File: src/rtl/date_pkg.sv
// date_pkg: shared definitions for the date counter chain.
//   - state_e      : set-mode FSM states (RUN, SET_MONTH, SET_YEAR)
//   - MO_*         : month codes, 0-based (0 = January)
//   - MO_30        : months that have 30 days
//   - days_in_month: month length for a month code and leap flag
package date_pkg;

    typedef enum logic [1:0] {
        RUN       = 2'd0,
        SET_MONTH = 2'd1,
        SET_YEAR  = 2'd2
    } state_e;

    localparam logic [6:0] MO_JAN = 7'd0;
    localparam logic [6:0] MO_FEB = 7'd1;
    localparam logic [6:0] MO_DEC = 7'd11;

    // April, June, September, November
    localparam logic [6:0] MO_30 [4] = '{7'd3, 7'd5, 7'd8, 7'd10};

    function automatic logic [4:0] days_in_month(input logic [6:0] month, input logic leap);
        logic [4:0] d;
        d = 5'd31;
        if (month == MO_FEB) begin
            d = leap ? 5'd29 : 5'd28;
        end else begin
            for (int i = 0; i < 4; i++) begin
                if (month == MO_30[i]) d = 5'd30;
            end
        end
        return d;
    endfunction

endpackage

File: src/rtl/btn_edge.sv
// btn_edge: registered rising-edge detector for a debounced level button.
//   clk  : system clock
//   rst  : synchronous active-high reset; clears the history
//   in   : button level
//   rise : high for one cycle, the cycle after the button is first seen high
// The history resets to 0, so a button held through reset yields one edge after release.
module btn_edge (
    input  logic clk,
    input  logic rst,
    input  logic in,
    output logic rise
);

    logic in_q;
    logic prev_q;

    always_ff @(posedge clk) begin
        if (rst) begin
            in_q   <= 1'b0;
            prev_q <= 1'b0;
        end else begin
            in_q   <= in;
            prev_q <= in_q;
        end
    end

    assign rise = in_q & ~prev_q;

endmodule

File: src/rtl/date_month_year_ctr.sv
// date_month_year_ctr: month/year counter downstream of the day-of-month counter,
// with a button-driven set mode (RUN -> SET_MONTH -> SET_YEAR -> RUN).
//   clk, rst      : clock, synchronous active-high reset
//   day_en, day_z : day counter enable and last-day flag; a month advances on both high
//   set_btn       : each rising edge steps the set-mode FSM
//   inc_btn       : each rising edge increments the field being set
//   TMo0          : month 0..11, feeds the day counter's month select
//   year          : year offset from 2000, 0..YEAR_MAX
//   days_in_month : length of the current month
//   leap          : current year is a leap year
//   run           : FSM in RUN; gates the day counter enable upstream
//   z             : month is December
// Build option: define DATE_LEAP_YEAR_EN to enable leap years (year % 4 == 0);
// otherwise leap is 0 and February always has 28 days.
module date_month_year_ctr
    import date_pkg::*;
#(
    parameter int unsigned YEAR_MAX = 99
) (
    input  logic       clk,
    input  logic       rst,
    input  logic       day_en,
    input  logic       day_z,
    input  logic       set_btn,
    input  logic       inc_btn,
    output logic [6:0] TMo0,
    output logic [6:0] year,
    output logic [4:0] days_in_month,
    output logic       leap,
    output logic       run,
    output logic       z
);

    localparam logic [6:0] YearMaxW = YEAR_MAX[6:0];

    state_e     state_q, state_d;
    logic [6:0] month_q, month_d;
    logic [6:0] year_q, year_d;
    logic       set_rise, inc_rise;
    logic [6:0] month_inc, year_inc;

    btn_edge u_set_edge (
        .clk  (clk),
        .rst  (rst),
        .in   (set_btn),
        .rise (set_rise)
    );

    btn_edge u_inc_edge (
        .clk  (clk),
        .rst  (rst),
        .in   (inc_btn),
        .rise (inc_rise)
    );

    assign month_inc = (month_q == MO_DEC) ? MO_JAN : month_q + 7'd1;
    assign year_inc  = (year_q >= YearMaxW) ? 7'd0 : year_q + 7'd1;

    always_comb begin
        state_d = state_q;
        month_d = month_q;
        year_d  = year_q;

        // Field update uses the state before any transition taken this cycle.
        unique case (state_q)
            RUN: begin
                if (day_en && day_z) begin
                    month_d = month_inc;
                    if (month_q == MO_DEC) year_d = year_inc;
                end
            end
            SET_MONTH: begin
                if (inc_rise) month_d = month_inc;
            end
            SET_YEAR: begin
                if (inc_rise) year_d = year_inc;
            end
            default: begin
                state_d = RUN;
            end
        endcase

        if (set_rise) begin
            unique case (state_q)
                RUN:       state_d = SET_MONTH;
                SET_MONTH: state_d = SET_YEAR;
                default:   state_d = RUN;
            endcase
        end
    end

    always_ff @(posedge clk) begin
        if (rst) begin
            state_q <= RUN;
            month_q <= MO_JAN;
            year_q  <= 7'd0;
        end else begin
            state_q <= state_d;
            month_q <= month_d;
            year_q  <= year_d;
        end
    end

`ifdef DATE_LEAP_YEAR_EN
    assign leap = (year_q[1:0] == 2'b00);
`else
    assign leap = 1'b0;
`endif

    assign TMo0          = month_q;
    assign year          = year_q;
    assign days_in_month = date_pkg::days_in_month(month_q, leap);
    assign run           = (state_q == RUN);
    assign z             = (month_q == MO_DEC);

endmodule

File: config.mk
export PLATFORM = sky130hd
export DESIGN_NAME = date_month_year_ctr
export DESIGN_NICKNAME = d
export VERILOG_FILES = /design/src/rtl/date_pkg.sv /design/src/rtl/btn_edge.sv /design/src/rtl/date_month_year_ctr.sv
export SDC_FILE = /design/constraint.sdc
export NUM_CORES = 1
export LEC_CHECK = 0
export CORE_MARGIN = 2
export CORE_UTILIZATION = 48
export DETAILED_ROUTE_END_ITERATION = 10
export PLACE_DENSITY_LB_ADDON = 0.08
export SYNTH_ARGS = -nofsm -noshare
export SYNTH_HDL_FRONTEND = slang
export SYNTH_SLANG_ARGS = --single-unit
File: constraint.sdc
create_clock -name clk -period 3.2 [get_ports clk]
set_input_delay 0.64 -clock clk [delete_from_list [all_inputs] [get_ports clk]]
set_output_delay 0.64 -clock clk [all_outputs]
set_load 0.05 [all_outputs]
==> results.cfg <==
[global_routing]
globalRouteMet2Util_pct = 26.7
grt_pass1_vias = 847
met3_usage_pct = 3.39
grt_overflow = 0
grt_pass1_wl_mm = 3.91
grt_max_degree = 22
grt_usage_pct = 18.6
top_usage_layer = met1
grt_use_met1_pct = 27.8
antenna_found_initial = 0

[layout]
fin_nets = 161
drive_above_1_share_pct = 6.71
design_area_um2 = 1390
antenna_cells = 0
syn_to_final_growth_pct = 19.3
stdcell_count = 177
fillerInstances = 215

[placement]
dp_slack_ns = 0.632
place_inst = 173
placed_area_um2 = 1350
gp_congestion = 0.822
dp_hpwl_mm = 1.62
io_buffers = 23

[critical_path]
crit_buf_inv = 1
crit_required_ns = 2.56
cp_top_family = buffers and inverters
cpPeakStageDelay_ns = 0.83
cp_slowest_cell = clkdlybuf4s50_1
worstSetupPathType = register to output pin
cp_max_fo = 9
worst-r2r-cell-count = 4
arrival_ns = 2.27
cp_cell_sequence = or4_4 -> nor2_1 -> clkdlybuf4s50_1
endpoint_kind = output pin
crit_cells = 3
crit_path_start_kind = register

[clock_network]
cts_tree = built
clkSlewWorstSetupHoldPaths_ns = 0.12
postCtsSetupBuffers = 0
cts_root_buf = clkbuf_4
insertion_delay_ns = 0.30
cts-htree-levels = 1
postCtsResizedCells = 0
clkSinkCount = 20
hold_buffers = 0
clockBufferDepth = 2
cts_inserted_buffers = 3

[power_and_ir_drop]
powerDensity_nw_per_um2 = 363
p_leak_uw = 0.000457
peakVddDrop_uv = 204

[sta]
skew_ns = 0.00196
report.final.setup_viol = 0
tightest_slew_ns = 0.699
min_period_ns = 2.91
finalWorstSetupSlack_ns = 0.289
finalHoldViolCount = 0
timing.fmax_mhz = 343
period_share_pct = 91.0
setup_tns_ns = 0
finalMaxSlewViolations = 0
slew_headroom_pct = 53.2
rsz0062_at_grt = false

[floorplanning]
die_area_um2 = 2830
start_util_pct = 51.6
rows = 17
die_width_um = 53.2
die_h_um = 53.2
num_io_pins = 28
core_um2 = 2250

[drt]
vias_per_cell = 5.62
drt_first_iter_violations = 17
ant_nets = 0
firstDrtPassIters = 4
wirelength_mm = 2.30
drc = 0
avgRoutedWirePerCell_um = 13.0
vias = 994

[min_path]
hold_class = register to register
whs_path_depth = 1

[yosys]
synth-seq-cells = 20
synth.distinct_cells = 36
synth-seq-area-share_pct = 34.4
synth_area_per_cell_um2 = 9.01
yosysWarnings = 0
netlist_area_um2 = 1160
synth_cells = 129

[job]
cap_violations = 0

[run_status]
status = completed
sequential cells by signal (all words and copies together) (netlist names):
register           count
u_set_edge.prev_q      1
state_q                2
TMo0                   7
u_set_edge.in_q        1
year                   7
u_inc_edge.prev_q      1
u_inc_edge.in_q        1
cell type report:
type / count / area [um^2] / share of cell area [%]
multi-input cells: 90 / 636 / 45.8
flip-flops and latches: 20 / 400 / 28.9
repair buffers: 24 / 238 / 17.1
inverters: 11 / 41.3 / 2.98
clock buffers: 4 / 36.3 / 2.62
well taps: 28 / 35.0 / 2.53
per-stage QoR:
stage                     util [%]  total power [uW]  hold WS (ns)
after global placement        59.9               359         0.455
after detailed placement      59.9               360         0.465
final                         61.5               503         0.482
after floorplan                  -               341         0.439
after CTS                     61.5               510         0.485
after global routing          61.5               534         0.507
worst register-to-register path: cells and delay by family, from the launching register on:
| kind | cells | cell delay, ns |
|---|---|---|
| and+or+nand+nor | 2 | 1.00 |
| AOI/OAI and AO/OA | 2 | 0.71 |
| DFF | 1 | 0.42 |
metal layers:
metal	up-vias	share of wire (%)
met4	0	0.61
li1	497	-
met5	-	0
met2	25	43
met3	2	4.9
met1	470	51
cells in the mapped netlist:
library cell / number / area share [%]
mux2i_1: 1 / 0.86
and2b_2: 1 / 0.75
clkbuf_8: 1 / 1.2
o21ai_0: 1 / 0.43
inv_1: 11 / 3.6
nand2b_1: 1 / 0.54
or2_1: 1 / 0.54
a211oi_1: 9 / 5.8
buf_4: 4 / 2.6
a21o_1: 1 / 0.65
or4_4: 1 / 0.97
nand4_1: 2 / 1.1
a21oi_1: 3 / 1.3
clkbuf_1: 1 / 0.32
nor2b_1: 5 / 2.7
ha_1: 5 / 5.4
a211o_1: 1 / 0.75
o21ai_1: 2 / 0.86
nor3_1: 1 / 0.43
o41a_4: 1 / 1.8
nand4bb_1: 1 / 0.97
o311ai_0: 1 / 0.75
buf_6: 4 / 3.9
a2111oi_0: 2 / 1.5
nand2_1: 3 / 0.97
o32ai_1: 5 / 3.8
nor2_1: 12 / 3.9
o31ai_2: 1 / 1.1
xnor2_1: 7 / 5.3
dfxtp_1: 20 / 34
nor3b_1: 1 / 0.65
nand3b_1: 5 / 3.2
conb_1: 2 / 0.65
nand3_1: 4 / 1.7
or3b_4: 1 / 0.97
or3_1: 7 / 3.8
logic make-up (layout without fill, tap and decap cells):
| family | Yosys count | after routing | share of synthesized area (%) |
|---|---|---|---|
| and+or+nand+nor | 46 | 46 | 23.1 |
| AOI/OAI and AO/OA | 27 | 27 | 18.7 |
| buffers and inverters | 21 | 39 | 11.5 |
| DFF | 20 | 20 | 34.4 |
| xor gates and xnor gates | 7 | 7 | 5.27 |
| adders and majority gates | 5 | 5 | 5.38 |
| other | 2 | 4 | 0.646 |
| muxes | 1 | 1 | 0.861 |
cell usage in the layout, fill, tap and decap left out, types with 3 or more instances in the layout:
cell,count
inv_1,11
nand2_1,3
a21oi_1,3
clkbuf_4,3
conb_1,4
nand3_1,4
nand3b_1,5
xnor2_1,7
ha_1,5
or3_1,7
dfxtp_1,20
clkdlybuf4s50_1,23
a211oi_1,9
o32ai_1,5
nor2_1,12
nor2b_1,5
worst paths after layout:
path | start | to | slack, ns
worst min-delay path | u_set_edge.in_q$_SDFF_PP0_ | u_set_edge.prev_q$_SDFF_PP0_ | 0.48
worst max register to register | TMo0[2]$_SDFFE_PP0P_ | year[0]$_SDFFE_PP0P_ | 0.99
worst max-delay path | TMo0[2]$_SDFFE_PP0P_ | z | 0.29
worst min register to register | u_set_edge.in_q$_SDFF_PP0_ | u_set_edge.prev_q$_SDFF_PP0_ | 0.48
power by group:
| part | internal, uW | switching, uW | total (uW) |
|---|---|---|---|
| combinational | 30.8 | 56.6 | 87.3 |
| clock | 69.3 | 79.8 | 149 |
| sequential | 255 | 11.2 | 266 |
Power figures use the tool's default switching activity.
